File: src/rtl/uart_pkg.sv
// Shared types and elaboration helpers for the parametrised UART.
package uart_pkg;

    typedef enum logic [2:0] {
        RX_IDLE,
        RX_START,
        RX_DATA,
        RX_PARITY,
        RX_STOP
    } rx_state_t;

    typedef enum logic [2:0] {
        TX_IDLE,
        TX_START,
        TX_DATA,
        TX_PARITY,
        TX_STOP
    } tx_state_t;

    // Clocks per oversample tick.
    function automatic int unsigned calc_div(input int unsigned clock_rate,
                                             input int unsigned baud_rate,
                                             input int unsigned oversample);
        return clock_rate / (baud_rate * oversample);
    endfunction

    function automatic bit div_legal(input int unsigned clock_rate,
                                     input int unsigned baud_rate,
                                     input int unsigned oversample);
        return calc_div(clock_rate, baud_rate, oversample) >= 1;
    endfunction

    function automatic bit oversample_legal(input int unsigned oversample);
        return (oversample >= 4) && ((oversample % 2) == 0);
    endfunction

    function automatic bit data_bits_legal(input int unsigned data_bits);
        return (data_bits >= 5) && (data_bits <= 9);
    endfunction

    function automatic bit stop_bits_legal(input int unsigned stop_bits);
        return (stop_bits == 1) || (stop_bits == 2);
    endfunction

endpackage

File: src/rtl/uart_tick_gen.sv
// Free-running oversample tick: one-cycle pulse every DIV clocks.
module uart_tick_gen
    import uart_pkg::*;
#(
    parameter int unsigned CLOCK_RATE = 100000000,
    parameter int unsigned BAUD_RATE  = 9600,
    parameter int unsigned OVERSAMPLE = 16
) (
    input  logic clk,
    input  logic rst,
    output logic tick
);

    localparam int unsigned DIV   = calc_div(CLOCK_RATE, BAUD_RATE, OVERSAMPLE);
    localparam int unsigned CNT_W = (DIV > 1) ? $clog2(DIV) : 1;
    localparam logic [CNT_W-1:0] CNT_LAST = CNT_W'(DIV - 1);

    if (!div_legal(CLOCK_RATE, BAUD_RATE, OVERSAMPLE)) begin : g_bad_div
        $error("uart_tick_gen: CLOCK_RATE/(BAUD_RATE*OVERSAMPLE) must be >= 1");
    end

    logic [CNT_W-1:0] cnt;

    // Divider counter; tick is registered so it is glitch-free.
    always_ff @(posedge clk) begin
        if (rst) begin
            cnt  <= '0;
            tick <= 1'b0;
        end else if (cnt == CNT_LAST) begin
            cnt  <= '0;
            tick <= 1'b1;
        end else begin
            cnt  <= cnt + CNT_W'(1);
            tick <= 1'b0;
        end
    end

endmodule

File: src/rtl/uart_core.sv
// Full-duplex UART transceiver, LSB first, clock-enable driven.
// Define UART_PARITY_EN to add one even-parity bit after the data bits.
module uart_core
    import uart_pkg::*;
#(
    parameter int unsigned CLOCK_RATE = 100000000,
    parameter int unsigned BAUD_RATE  = 9600,
    parameter int unsigned OVERSAMPLE = 16,
    parameter int unsigned DATA_BITS  = 8,
    parameter int unsigned STOP_BITS  = 1
) (
    input  logic                 clk,
    input  logic                 rst,
    input  logic                 rx_en,
    input  logic                 rx,
    output logic                 rx_valid,
    output logic [DATA_BITS-1:0] rx_data,
    output logic                 rx_err_frame,
    output logic                 rx_err_parity,
    output logic                 rx_busy,
    input  logic                 tx_en,
    input  logic                 tx_start,
    input  logic [DATA_BITS-1:0] tx_data,
    output logic                 tx_busy,
    output logic                 tx_done,
    output logic                 tx
);

    localparam int unsigned TICK_W = $clog2(OVERSAMPLE * 2);
    localparam int unsigned IDX_W  = $clog2(DATA_BITS + 1);
    localparam logic [TICK_W-1:0] OS_HALF   = TICK_W'(OVERSAMPLE / 2 - 1);
    localparam logic [TICK_W-1:0] OS_LAST   = TICK_W'(OVERSAMPLE - 1);
    localparam logic [TICK_W-1:0] STOP_LAST = TICK_W'(STOP_BITS * OVERSAMPLE - 1);
    localparam logic [IDX_W-1:0]  IDX_LAST  = IDX_W'(DATA_BITS - 1);

    if (!oversample_legal(OVERSAMPLE)) begin : g_bad_os
        $error("uart_core: OVERSAMPLE must be even and >= 4");
    end
    if (!data_bits_legal(DATA_BITS)) begin : g_bad_db
        $error("uart_core: DATA_BITS must be 5..9");
    end
    if (!stop_bits_legal(STOP_BITS)) begin : g_bad_sb
        $error("uart_core: STOP_BITS must be 1 or 2");
    end

    logic tick;

    uart_tick_gen #(
        .CLOCK_RATE (CLOCK_RATE),
        .BAUD_RATE  (BAUD_RATE),
        .OVERSAMPLE (OVERSAMPLE)
    ) u_tick_gen (
        .clk  (clk),
        .rst  (rst),
        .tick (tick)
    );

    // ---------------------------------------------------------------- RX
    logic [1:0]           rx_sync;
    logic                 rx_s;
    logic                 rx_s_q;
    rx_state_t            rx_state, rx_state_d;
    logic [TICK_W-1:0]    rx_cnt, rx_cnt_d;
    logic [IDX_W-1:0]     rx_idx, rx_idx_d;
    logic [DATA_BITS-1:0] rx_shift, rx_shift_d;
    logic [DATA_BITS-1:0] rx_data_d;
    logic                 rx_valid_d;
    logic                 rx_err_frame_d;

`ifdef UART_PARITY_EN
    logic rx_par_err, rx_par_err_d;
    logic rx_err_parity_d;
    logic tx_par;
`endif

    assign rx_s = rx_sync[1];

    // RX synchroniser, state and datapath registers.
    always_ff @(posedge clk) begin
        if (rst) begin
            rx_sync      <= 2'b11;
            rx_s_q       <= 1'b1;
            rx_state     <= RX_IDLE;
            rx_cnt       <= '0;
            rx_idx       <= '0;
            rx_shift     <= '0;
            rx_data      <= '0;
            rx_valid     <= 1'b0;
            rx_err_frame <= 1'b0;
            rx_busy      <= 1'b0;
        end else begin
            rx_sync      <= {rx_sync[0], rx};
            rx_s_q       <= rx_s;
            rx_state     <= rx_state_d;
            rx_cnt       <= rx_cnt_d;
            rx_idx       <= rx_idx_d;
            rx_shift     <= rx_shift_d;
            rx_data      <= rx_data_d;
            rx_valid     <= rx_valid_d;
            rx_err_frame <= rx_err_frame_d;
            rx_busy      <= (rx_state_d != RX_IDLE);
        end
    end

    // RX next state: mid-bit sampling counted in oversample ticks.
    always_comb begin
        rx_state_d     = rx_state;
        rx_cnt_d       = rx_cnt;
        rx_idx_d       = rx_idx;
        rx_shift_d     = rx_shift;
        rx_data_d      = rx_data;
        rx_valid_d     = 1'b0;
        rx_err_frame_d = 1'b0;
`ifdef UART_PARITY_EN
        rx_par_err_d    = rx_par_err;
        rx_err_parity_d = 1'b0;
`endif
        case (rx_state)
            RX_IDLE: begin
                if (rx_en && rx_s_q && !rx_s) begin
                    rx_state_d = RX_START;
                    rx_cnt_d   = '0;
                    rx_idx_d   = '0;
                end
            end
            RX_START: begin
                if (tick) begin
                    if (rx_cnt == OS_HALF) begin
                        rx_cnt_d   = '0;
                        rx_state_d = rx_s ? RX_IDLE : RX_DATA;
                    end else begin
                        rx_cnt_d = rx_cnt + TICK_W'(1);
                    end
                end
            end
            RX_DATA: begin
                if (tick) begin
                    if (rx_cnt == OS_LAST) begin
                        rx_cnt_d   = '0;
                        rx_shift_d = {rx_s, rx_shift[DATA_BITS-1:1]};
                        if (rx_idx == IDX_LAST) begin
                            rx_idx_d = '0;
`ifdef UART_PARITY_EN
                            rx_state_d = RX_PARITY;
`else
                            rx_state_d = RX_STOP;
`endif
                        end else begin
                            rx_idx_d = rx_idx + IDX_W'(1);
                        end
                    end else begin
                        rx_cnt_d = rx_cnt + TICK_W'(1);
                    end
                end
            end
`ifdef UART_PARITY_EN
            RX_PARITY: begin
                if (tick) begin
                    if (rx_cnt == OS_LAST) begin
                        rx_cnt_d     = '0;
                        rx_par_err_d = rx_s ^ (^rx_shift);
                        rx_state_d   = RX_STOP;
                    end else begin
                        rx_cnt_d = rx_cnt + TICK_W'(1);
                    end
                end
            end
`endif
            RX_STOP: begin
                if (tick) begin
                    if (rx_cnt == OS_LAST) begin
                        rx_cnt_d   = '0;
                        rx_state_d = RX_IDLE;
                        if (!rx_s) begin
                            rx_err_frame_d = 1'b1;
                        end
`ifdef UART_PARITY_EN
                        else if (rx_par_err) begin
                            rx_err_parity_d = 1'b1;
                        end
`endif
                        else begin
                            rx_valid_d = 1'b1;
                            rx_data_d  = rx_shift;
                        end
                    end else begin
                        rx_cnt_d = rx_cnt + TICK_W'(1);
                    end
                end
            end
            default: rx_state_d = RX_IDLE;
        endcase
    end

    // ---------------------------------------------------------------- TX
    tx_state_t            tx_state, tx_state_d;
    logic [TICK_W-1:0]    tx_cnt, tx_cnt_d;
    logic [IDX_W-1:0]     tx_idx, tx_idx_d;
    logic [DATA_BITS-1:0] tx_shift, tx_shift_d;
    logic                 tx_line_d;
    logic                 tx_done_d;
    logic                 tx_accept;

    assign tx_accept = (tx_state == TX_IDLE) && tx_en && tx_start;

    // TX state and datapath registers.
    always_ff @(posedge clk) begin
        if (rst) begin
            tx_state <= TX_IDLE;
            tx_cnt   <= '0;
            tx_idx   <= '0;
            tx_shift <= '0;
            tx       <= 1'b1;
            tx_done  <= 1'b0;
            tx_busy  <= 1'b0;
        end else begin
            tx_state <= tx_state_d;
            tx_cnt   <= tx_cnt_d;
            tx_idx   <= tx_idx_d;
            tx_shift <= tx_shift_d;
            tx       <= tx_line_d;
            tx_done  <= tx_done_d;
            tx_busy  <= (tx_state_d != TX_IDLE);
        end
    end

    // TX next state: each bit held OVERSAMPLE ticks, stop held STOP_BITS bits.
    always_comb begin
        tx_state_d = tx_state;
        tx_cnt_d   = tx_cnt;
        tx_idx_d   = tx_idx;
        tx_shift_d = tx_shift;
        tx_line_d  = tx;
        tx_done_d  = 1'b0;
        case (tx_state)
            TX_IDLE: begin
                tx_line_d = 1'b1;
                if (tx_accept) begin
                    tx_state_d = TX_START;
                    tx_shift_d = tx_data;
                    tx_cnt_d   = '0;
                    tx_idx_d   = '0;
                    tx_line_d  = 1'b0;
                end
            end
            TX_START: begin
                if (tick) begin
                    if (tx_cnt == OS_LAST) begin
                        tx_cnt_d   = '0;
                        tx_state_d = TX_DATA;
                        tx_line_d  = tx_shift[0];
                    end else begin
                        tx_cnt_d = tx_cnt + TICK_W'(1);
                    end
                end
            end
            TX_DATA: begin
                if (tick) begin
                    if (tx_cnt == OS_LAST) begin
                        tx_cnt_d = '0;
                        if (tx_idx == IDX_LAST) begin
                            tx_idx_d = '0;
`ifdef UART_PARITY_EN
                            tx_state_d = TX_PARITY;
                            tx_line_d  = tx_par;
`else
                            tx_state_d = TX_STOP;
                            tx_line_d  = 1'b1;
`endif
                        end else begin
                            tx_idx_d   = tx_idx + IDX_W'(1);
                            tx_shift_d = {1'b0, tx_shift[DATA_BITS-1:1]};
                            tx_line_d  = tx_shift[1];
                        end
                    end else begin
                        tx_cnt_d = tx_cnt + TICK_W'(1);
                    end
                end
            end
`ifdef UART_PARITY_EN
            TX_PARITY: begin
                if (tick) begin
                    if (tx_cnt == OS_LAST) begin
                        tx_cnt_d   = '0;
                        tx_state_d = TX_STOP;
                        tx_line_d  = 1'b1;
                    end else begin
                        tx_cnt_d = tx_cnt + TICK_W'(1);
                    end
                end
            end
`endif
            TX_STOP: begin
                tx_line_d = 1'b1;
                if (tick) begin
                    if (tx_cnt == STOP_LAST) begin
                        tx_cnt_d   = '0;
                        tx_state_d = TX_IDLE;
                        tx_done_d  = 1'b1;
                    end else begin
                        tx_cnt_d = tx_cnt + TICK_W'(1);
                    end
                end
            end
            default: tx_state_d = TX_IDLE;
        endcase
    end

`ifdef UART_PARITY_EN
    // Parity registers: RX mismatch flag, RX error pulse, TX parity of latched word.
    always_ff @(posedge clk) begin
        if (rst) begin
            rx_par_err    <= 1'b0;
            rx_err_parity <= 1'b0;
            tx_par        <= 1'b0;
        end else begin
            rx_par_err    <= rx_par_err_d;
            rx_err_parity <= rx_err_parity_d;
            if (tx_accept) begin
                tx_par <= ^tx_data;
            end
        end
    end
`else
    assign rx_err_parity = 1'b0;
`endif

endmodule

File: config.mk
export PLATFORM = sky130hd
export DESIGN_NAME = uart_core
export DESIGN_NICKNAME = d
export VERILOG_FILES = /design/src/rtl/uart_pkg.sv /design/src/rtl/uart_tick_gen.sv /design/src/rtl/uart_core.sv
export SDC_FILE = /design/constraint.sdc
export NUM_CORES = 1
export LEC_CHECK = 0
export CAP_MARGIN = 15
export CORE_UTILIZATION = 35
export CTS_CLUSTER_SIZE = 25
export DETAILED_ROUTE_END_ITERATION = 8
export DONT_BUFFER_PORTS = 1
export PLACE_DENSITY = 0.47
export REMOVE_ABC_BUFFERS = 1
export SYNTH_ARGS = -nofsm -noshare
export SYNTH_HDL_FRONTEND = slang
export SYNTH_HIERARCHICAL = 1
export SYNTH_SLANG_ARGS = --single-unit
export TNS_END_PERCENT = 20
File: constraint.sdc
create_clock -name clk -period 2.8 [get_ports clk]
set_input_delay 0.28 -clock clk [delete_from_list [all_inputs] [get_ports clk]]
set_output_delay 0.28 -clock clk [all_outputs]
set_load 0.01 [all_outputs]
* After elaboration in Yosys (flattened, before gate mapping)
Index checks and enable logic that the tools add are counted.
** Word-level totals
- Bits in registers :: 68
- Input bits :: 14
- Output and inout port bits :: 15
- Word-level logic and storage cells :: 134
** Operators by class
- Add/subtract/negate cells :: 5
- Equality and inequality tests :: 24
- Muxes and demuxes :: 55
- Bitwise logic cells :: 4
- Reductions and logical operators :: 27
** Operator list (count)
- two-way mux 3 bit :: 16
- two-way mux 5 bit :: 8
- two-way mux 4 bit :: 8
- two-way mux 8 bit :: 4
- case mux 3 bit (4 select lines) :: 2
- case mux 4 bit (2 select lines) :: 2
- case mux 8 bit (2 select lines) :: 1
- AND reduction 4 bit :: 4
- case mux 5 bit (3 select lines) :: 1
- != test 2 x 1 -> 1 bit (second input constant) :: 6
- != test 2 bit (second input constant) :: 6
- adder 10 x 1 -> 10 bit (second input constant) :: 1
- adder 5 x 1 -> 5 bit (second input constant) :: 2
- equality test 10 bit (second input constant) :: 1
- equality test 5 x 4 -> 1 bit (second input constant) :: 2
- two-way mux 1 bit :: 10
- case mux 5 bit (2 select lines) :: 1
- AND reduction 5 bit :: 2
- nonzero test 3 bit :: 3
- adder 4 x 1 -> 4 bit (second input constant) :: 2
- equality test 4 x 3 -> 1 bit (second input constant) :: 2
- equality test 3 x 1 -> 1 bit (second input constant) :: 2
- equality test 3 x 2 -> 1 bit (second input constant) :: 2
- equality test 3 bit (second input constant) :: 2
- other kinds (13) :: 25

* Logic depth before layout (Yosys ltp)
Gate-level depths: netlist of run 1.
- Depth in word-level cells :: 6
- Gate-level depth with buffers :: 8
- Gate-level depth less buffers :: 8

* By module
The synthesis of run 1 kept the hierarchy.
** Modules (own cells, without submodules)
- uart_core :: instances 1, cells an instance 306, area an instance 2718.9 sq um, sequential area each 1141.1 sq um
- uart_tick_gen :: instances 1, cells an instance 51, area an instance 475.5 sq um, sequential area each 220.2 sq um

* Least setup slack after synthesis of run 1
No wires, ideal clock.
- Path kind :: register to register
- From :: register rx_cnt[0]
- To :: register rx_cnt[0]
- Library setup time :: 0.070 ns
- Arrival :: 1.895 ns
- Required time :: 2.730 ns
- Path slack :: 0.834 ns
- Stages on the path, launching flop included :: 8
- Path buffers :: 0
- Clock period less this slack :: 1.966 ns
- Cells stage by stage :: dfxtp_1 -> ha_1 -> and3_2 -> ha_1 -> or3_1 -> nand2_1 -> or3b_1 -> a21oi_1
** Between the ends
- Longest elaborated chain between the ends :: 4
- Elaborated cells between the ends (all ways) :: 8
- Classes of those cells :: add/sub (1); eq/ne (2); mux (5)
** RTL lines
- start: declaration :: RTL line uart_core.sv:63 : logic [TICK_W-1:0] rx_cnt, rx_cnt_d;
- start signal: assignment :: RTL line uart_core.sv:95 : rx_cnt <= rx_cnt_d;
- adder 5 x 1 -> 5 bit, or another cell as far along :: RTL line uart_core.sv:132, uart_core.sv:152, uart_core.sv:187
- two-way mux 5 bit, on equally long branches :: RTL line uart_core.sv:138, uart_core.sv:171, uart_core.sv:128
- two-way mux 5 bit, on equally long branches :: RTL line uart_core.sv:137, uart_core.sv:127
- case mux 5 bit (3 select lines) (*) :: RTL line uart_core.sv:118 : case (rx_state)
Every way passes the cells marked *; elsewhere a longest branch is shown, timed or not. The select of a mux whose other input is x is not followed.
A chain may end at the register's enable or synchronous reset.

* Worst setup path after layout of run 1
Ends and elaborated chain as after synthesis.

==> flow_metrics.env, run 1 <==
export IMPL_antenna_found_initial=0
export IMPL_stdcell_count=468
export IMPL_cts_made_buffers=9
export IMPL_cts_hold_fix_buffers=3
export IMPL_yosysTopAreaCellShare=0.426
export IMPL_start_util=0.365
export IMPL_setup_tns_ns=0
export IMPL_setup_viol=0
export IMPL_layout_nets=378
export IMPL_synth_distinct_cells=59
export IMPL_cp_startpoint="rx_cnt[0]"
export IMPL_crit_arrival_ns=2.40
export IMPL_status="complete, no violations"
export IMPL_drcViolationCount=0
export IMPL_cap_viol_max_count=0
export IMPL_grt_first_pass_wirelength_um=11300
export IMPL_final_antenna_net_count=0
export IMPL_powerDensity_nw_per_um2=567
export IMPL_r2r_cells=7
export IMPL_place_congestion=0.735
export IMPL_crit_type="reg2reg"
export IMPL_layout_area_overhead_vs_synth_pct=10.2
export IMPL_required_ns=3.07
export IMPL_clock_path_buffers=2
export IMPL_post_cts_setup_buffers=0
export IMPL_yosys_area_top_type="dfxtp_1"
export IMPL_holdPathEnd="tx_state[2]"
export IMPL_cp_start_kind="flop"
export IMPL_async_flop_share=0
export IMPL_hold_path_class="in2reg"
export IMPL_vdd_ir_drop_max_uv=220
export IMPL_num_vias=2479
export IMPL_routed_wl_um=6510
export IMPL_reg2reg_setup_slack_ns=0.68
export IMPL_synth_edf_count=0
export IMPL_ctsResizeCount=0
export IMPL_power_w=0.00199
export IMPL_pin_count=29
export IMPL_endpoint_kind="flop"
export IMPL_via_per_inst=5.30
export IMPL_r2r_end="rx_cnt[0]"
export IMPL_insertion_delay_ns=0.34
export IMPL_layout_drive_gt1_share=0.106
export IMPL_io_buffers=0
export IMPL_cts_clk_slew_worst_paths_ns=0.08
export IMPL_synthFlopType="dfxtp_1"
export IMPL_crit_path_max_fanout=4
export IMPL_tightest_slew_ns=0.601
export IMPL_final_util=0.402
export IMPL_grt_max_degree=42
export IMPL_netlist_area_sq_um=3190
export IMPL_grt_overflow_total=0
export IMPL_dpl_hpwl_um=4160
export IMPL_cts_tree="yes"
export IMPL_slew_headroom=0.599
export IMPL_synthTopCellsByArea="dfxtp_1 43%, mux2i_1 7.2%, nor2_1 5.4%"
export IMPL_grt_pass1_vias=2372
export IMPL_grtUsageTotal=0.147
export IMPL_timing_fmax_ghz=0.471
export IMPL_min_from="rst"
export IMPL_routed_wire_length_per_instance_um=13.9
export IMPL_dp_cells=448
export IMPL_min_period_over_period=0.758
export IMPL_synth_warning_count=6
export IMPL_dieWidth_um=97.5
export IMPL_ys_seq_area_frac=0.426
export IMPL_hold_viol_final=0
export IMPL_finalCriticalPeriod_ns=2.12
export IMPL_htree_levels=3
export IMPL_synth_avg_cell_area_sq_um=8.95
export IMPL_whs_path_depth=1
export IMPL_r2r_start="rx_cnt[0]"
export IMPL_fp_coreArea_sq_um=8760
export IMPL_report_final_slew_viol_count=0
export IMPL_syn_inst=357
export IMPL_antenna_cells=0
export IMPL_skew_ns=0.0177
export IMPL_die_area_sq_um=9510
export IMPL_root_buffer="clkbuf_8"
export IMPL_rsz0062_at_grt="no"
export IMPL_die_h_um=97.5
export IMPL_power_leakage_nw=1.35
export IMPL_drt_iter0_drc=72
export IMPL_first_pass_iters=4
export IMPL_cts_sinks=68
export IMPL_rows=34
export IMPL_ys_ff_latch=68
-- critical path: stages (launching register included) --
cell	delay (ns)
dfxtp_1	0.34
ha_1	0.24
and3_2	0.25
ha_1	0.22
or3_1	0.37
nand2_1	0.14
or3b_1	0.36
a21oi_1	0.14
-- state kept, by name, indices dropped and copies added, names as in the netlist, 2 cells and up --
signal,cells
rx_cnt,5
rx_data,8
rx_idx,4
rx_shift,8
rx_state,3
rx_sync,2
tx_cnt,5
tx_idx,4
tx_shift,8
tx_state,3
u_tick_gen/cnt,10
-- cells by family (layout without fill, tap and decap cells) --
family                   count (synthesis)  after routing  synth area share
other                                    1              1           0.00117
flip-flops                              68             68             0.426
multiplexers                            24             24            0.0756
XOR/XNOR                                 5              5            0.0137
AO/OA/AOI/OAI                           72             72             0.143
buffers and inverters                   28             31            0.0419
adder cells (fa/ha/maj)                 10             10            0.0384
AND/OR/NAND/NOR                        149            149             0.260
-- worst max path at each step --
stage                     slack (ns)   endpoint
final                           0.68  rx_cnt[0]
after global routing            0.59  rx_cnt[0]
after CTS                       0.67  rx_cnt[0]
after detailed placement        0.70  rx_cnt[0]
after global placement          0.75  rx_cnt[0]
after floorplan                 0.83  rx_cnt[0]
-- per-layer routing --
metal	global-route usage	wire, um	up-vias
li1	-	-	1272
met1	0.194	3280	1165
met2	0.230	2930	34
met3	0.0374	212	8
met4	0.0600	88	0
met5	0	0	-
-- synth_stat cells (6+ instances only) --
master	instances
clkbuf_1	8
nand2_1	23
a21oi_1	32
o21ai_0	8
ha_1	9
mux2i_1	23
inv_1	8
dfxtp_1	68
a211oi_1	10
nand3_1	19
buf_4	6
or3_1	9
nor2_1	46
nand3b_1	7
-- power breakdown --
group | leakage, nW | switching, W | total [W] | internal, W
Sequential | 0.551 | 0.0000191 | 0.00100 | 0.000985
Clock | 0.106 | 0.000403 | 0.000909 | 0.000506
Combinational | 0.690 | 0.0000467 | 0.0000813 | 0.0000345
-- placed cells by master (no fill, tap or decap), drive strengths merged, types with 5 or more instances in the layout --
| cell type | instances |
|---|---|
| o21ai | 11 |
| or3 | 9 |
| dfxtp | 68 |
| nand3b | 7 |
| nor3b | 7 |
| ha | 9 |
| mux2i | 23 |
| inv | 10 |
| a211oi | 10 |
| a21oi | 35 |
| nor2 | 47 |
| nand2 | 26 |
| nand4 | 5 |
| nand3 | 19 |
| clkbuf | 9 |
-- per-stage QoR --
step / hold slack (ns) / setup slack (ns) / cell area, sq um
final: 0.0237 / 0.677 / 3520
after detailed placement: 0.356 / 0.698 / 3250
after global placement: 0.355 / 0.747 / 3250
after CTS: 0.00129 / 0.668 / 3510
after floorplan: 0.349 / 0.835 / 3090
after global routing: 0.00774 / 0.587 / 3520
-- layout make-up --
type                    instances  area (sq um)
clock inverters                 7          97.6
fillers                       881          5240
clock buffers                   9           124
multi-input cells             261          1700
well taps                     108           135
flip-flops and latches         68          1360
inverters                       8          30.0
repair buffers                  7          72.6
Power figures use the tool's default switching activity.
==> run 2, diff against run 1 <==
- ABC_AREA: not set -> 1
- clock period: 2.8 -> 2.15 ns (I/O delays scaled with it)
==> flow_metrics.env, run 2 <==
export IMPL_status="complete, no violations"
export IMPL_dp_cells=629
export IMPL_via_per_inst=4.59
export IMPL_layout_common_cells="143 x nand2_1, 97 x nor2_1, 68 x dfxtp_1"
export IMPL_die_area_sq_um=10100
export IMPL_rows=35
export IMPL_cts_clk_slew_worst_paths_ns=0.08
export IMPL_insertion_delay_ns=0.34
export IMPL_dpl_hpwl_um=5140
export IMPL_crit_arrival_ns=2.13
export IMPL_hold_path_class="in2reg"
export IMPL_final_common_cell="nand2_1"
export IMPL_cts_sinks=68
export IMPL_worstPathCellList="ha_1, nand2_1, nor2_1, ha_1, inv_1, o21ai_2, inv_1, nor2_2, nand2_1, nand2_1, nor2_1"
export IMPL_setup_tns_ns=0
export IMPL_yosys_cell_count_top_type="nand2_1"
export IMPL_pin_count=29
export IMPL_root_buffer="clkbuf_8"
export IMPL_stdcell_count=647
export IMPL_largest_reg_flops=10
export IMPL_yosysTopAreaCellShare=0.401
export IMPL_timing_fmax_ghz=0.530
export IMPL_regMostFlops="u_tick_gen/cnt"
export IMPL_synth_top_family_by_area="simple AND/OR/NAND/NOR gates"
export IMPL_post_cts_setup_buffers=0
export IMPL_drt_iter0_drc=131
export IMPL_first_pass_iters=4
export IMPL_multiInputGateArea_sq_um=1760
export IMPL_crit_family="simple AND/OR/NAND/NOR gates"
export IMPL_r2r_cells=11
export IMPL_final_antenna_net_count=0
export IMPL_io_buffers=0
export IMPL_clock_path_buffers=2
export IMPL_final_seq_area_sq_um=1360
export IMPL_synthFlopType="dfxtp_1"
export IMPL_critical_path_depth=11
export IMPL_layout_area_overhead_vs_synth_pct=10.1
export IMPL_fp_coreArea_sq_um=9330
export IMPL_report_final_slew_viol_count=0
export IMPL_antenna_cells=0
export IMPL_yosys_area_top_type="dfxtp_1"
export IMPL_endpoint_kind="flop"
export IMPL_synth_warning_count=6
export IMPL_grt_pass1_vias=2721
export IMPL_netlist_area_sq_um=3390
export IMPL_fillers=1035
export IMPL_powerDensity_nw_per_um2=671
export IMPL_pre_cts_slack_ns=0.193
export IMPL_drcViolationCount=0
export IMPL_hold_viol_final=0
export IMPL_min_period_over_period=0.878
export IMPL_slew_headroom=0.454
export IMPL_muxShareOfSynthArea=0
export IMPL_tightest_slew_ns=0.816
export IMPL_routed_wire_length_per_instance_um=11.1
export IMPL_layout_drive_gt1_share=0.0985
export IMPL_cts_tree="yes"
export IMPL_die_h_um=100
export IMPL_cts_made_buffers=9
export IMPL_antenna_found_initial=0
export IMPL_cap_viol_max_count=0
export IMPL_synth_distinct_cells=34
export IMPL_skew_ns=0.0114
export IMPL_cp_slowest_stage_delay_ns=0.42
export IMPL_synth_edf_count=0
export IMPL_required_ns=2.39
export IMPL_grt_overflow_total=0
export IMPL_start_util=0.364
export IMPL_final_util=0.401
export IMPL_async_flop_share=0
export IMPL_hold_ws_ns=0.0733
export IMPL_critPathSlowestCell="dfxtp_1"
export IMPL_synth_simple_area_share=0.391
export IMPL_synth_xor_xnor_area_share=0.0181
export IMPL_path_buf_inv=2
export IMPL_crit_path_max_fanout=6
export IMPL_ys_seq_area_frac=0.401
export IMPL_power_leakage_nw=1.75
export IMPL_path_common_cell="nand2_1"
export IMPL_grt_first_pass_wirelength_um=12300
export IMPL_synth_avg_cell_area_sq_um=6.70
export IMPL_grt_max_degree=22
export IMPL_grtUsageTotal=0.154
export IMPL_vdd_ir_drop_max_uv=309
export IMPL_synthTopCellsByArea="dfxtp_1 40%, nand2_1 16%, nor2_1 11%"
export IMPL_yosys_top_cells_count="144 x nand2_1, 98 x nor2_1, 68 x dfxtp_1"
export IMPL_cp_start_kind="flop"
export IMPL_num_vias=2967
export IMPL_dieWidth_um=100
export IMPL_rsz0062_at_grt="no"
export IMPL_setup_viol=0
export IMPL_crit_type="reg2reg"
export IMPL_whs_path_depth=3
export IMPL_synth_fa_ha_area_frac=0.0332
export IMPL_layout_nets=536
export IMPL_ys_ff_latch=68
export IMPL_synth_compound_area_frac=0.0723
export IMPL_place_congestion=0.765
export IMPL_syn_inst=506
export IMPL_htree_levels=3
export IMPL_routed_wl_um=7210
export IMPL_finalCriticalPeriod_ns=1.89
export IMPL_worst_slack_ns=0.263
run 2: cell types whose count changed after synthesis, moves of 5 or more:
| cell | before | now |
|---|---|---|
| mux2i_1 | 23 | 0 |
| nand3_1 | 19 | 28 |
| nand3_2 | 0 | 6 |
| buf_4 | 6 | 1 |
| nor2_1 | 46 | 98 |
| o21ai_0 | 8 | 27 |
| a21oi_1 | 32 | 17 |
| a211oi_1 | 10 | 0 |
| or3_1 | 9 | 0 |
| inv_1 | 8 | 52 |
| inv_2 | 0 | 7 |
| xor2_1 | 1 | 6 |
| nand2_1 | 23 | 144 |
run 2: repair_timing:
action | in CTS | in global routing
setup endpoints to repair | 0 | 5
hold endpoints to repair | 18 | 0
hold buffers | 2 | 0
resized for setup | 0 | 4
run 2: area by class of cell:
cell class,instances,share of cell area
clock inverters,6,0.0124
inverters,59,0.0593
well taps,129,0.0432
multi-input cells,369,0.471
repair buffers,6,0.0134
clock buffers,10,0.0368
flip-flops and latches,68,0.364
run 2: power by group:
group	internal (W)	leakage, nW	switching, W	total (W)
clock network	0.000460	0.0897	0.000532	0.000993
logic	0.0000665	1.10	0.000121	0.000188
registers	0.00130	0.552	0.0000279	0.00133
run 2: routing by layer:
metal	wire length [um]	global-route usage	vias up
li1	-	-	1589
met1	3660	0.203	1338
met2	3310	0.248	34
met3	180	0.0292	6
met4	56	0.0591	0
met5	0	0	-
run 2: final timing paths:
path | startpoint | end | slack (ns)
setup / recovery | rx_cnt[0] | rx_idx[1] | 0.26
hold / removal | rst | u_tick_gen/cnt[9] | 0.07
setup reg to reg | rx_cnt[0] | rx_idx[1] | 0.26
hold reg to reg | rx_sync[0] | rx_sync[1] | 0.41
run 2: worst min-delay path, cell delays in order:
cell and delay [ns]:
inv_1 0.04, nand3_1 0.08, nor2_1 0.04
run 2: through the flow:
stage	total power [W]	cell area (sq um)
2_1_floorplan	0.00150	3330
3_3_place_gp	0.00153	3520
3_5_place_dp	0.00154	3520
4_1_cts	0.00255	3730
5_1_grt	0.00265	3740
6_report	0.00251	3740
run 2: logic make-up after synthesis:
logic type	count (synthesis)
simple gates	304
buf+inv	69
flops	68
compound gates	48
fa+ha+maj	9
xor+xnor	7
other cells	1
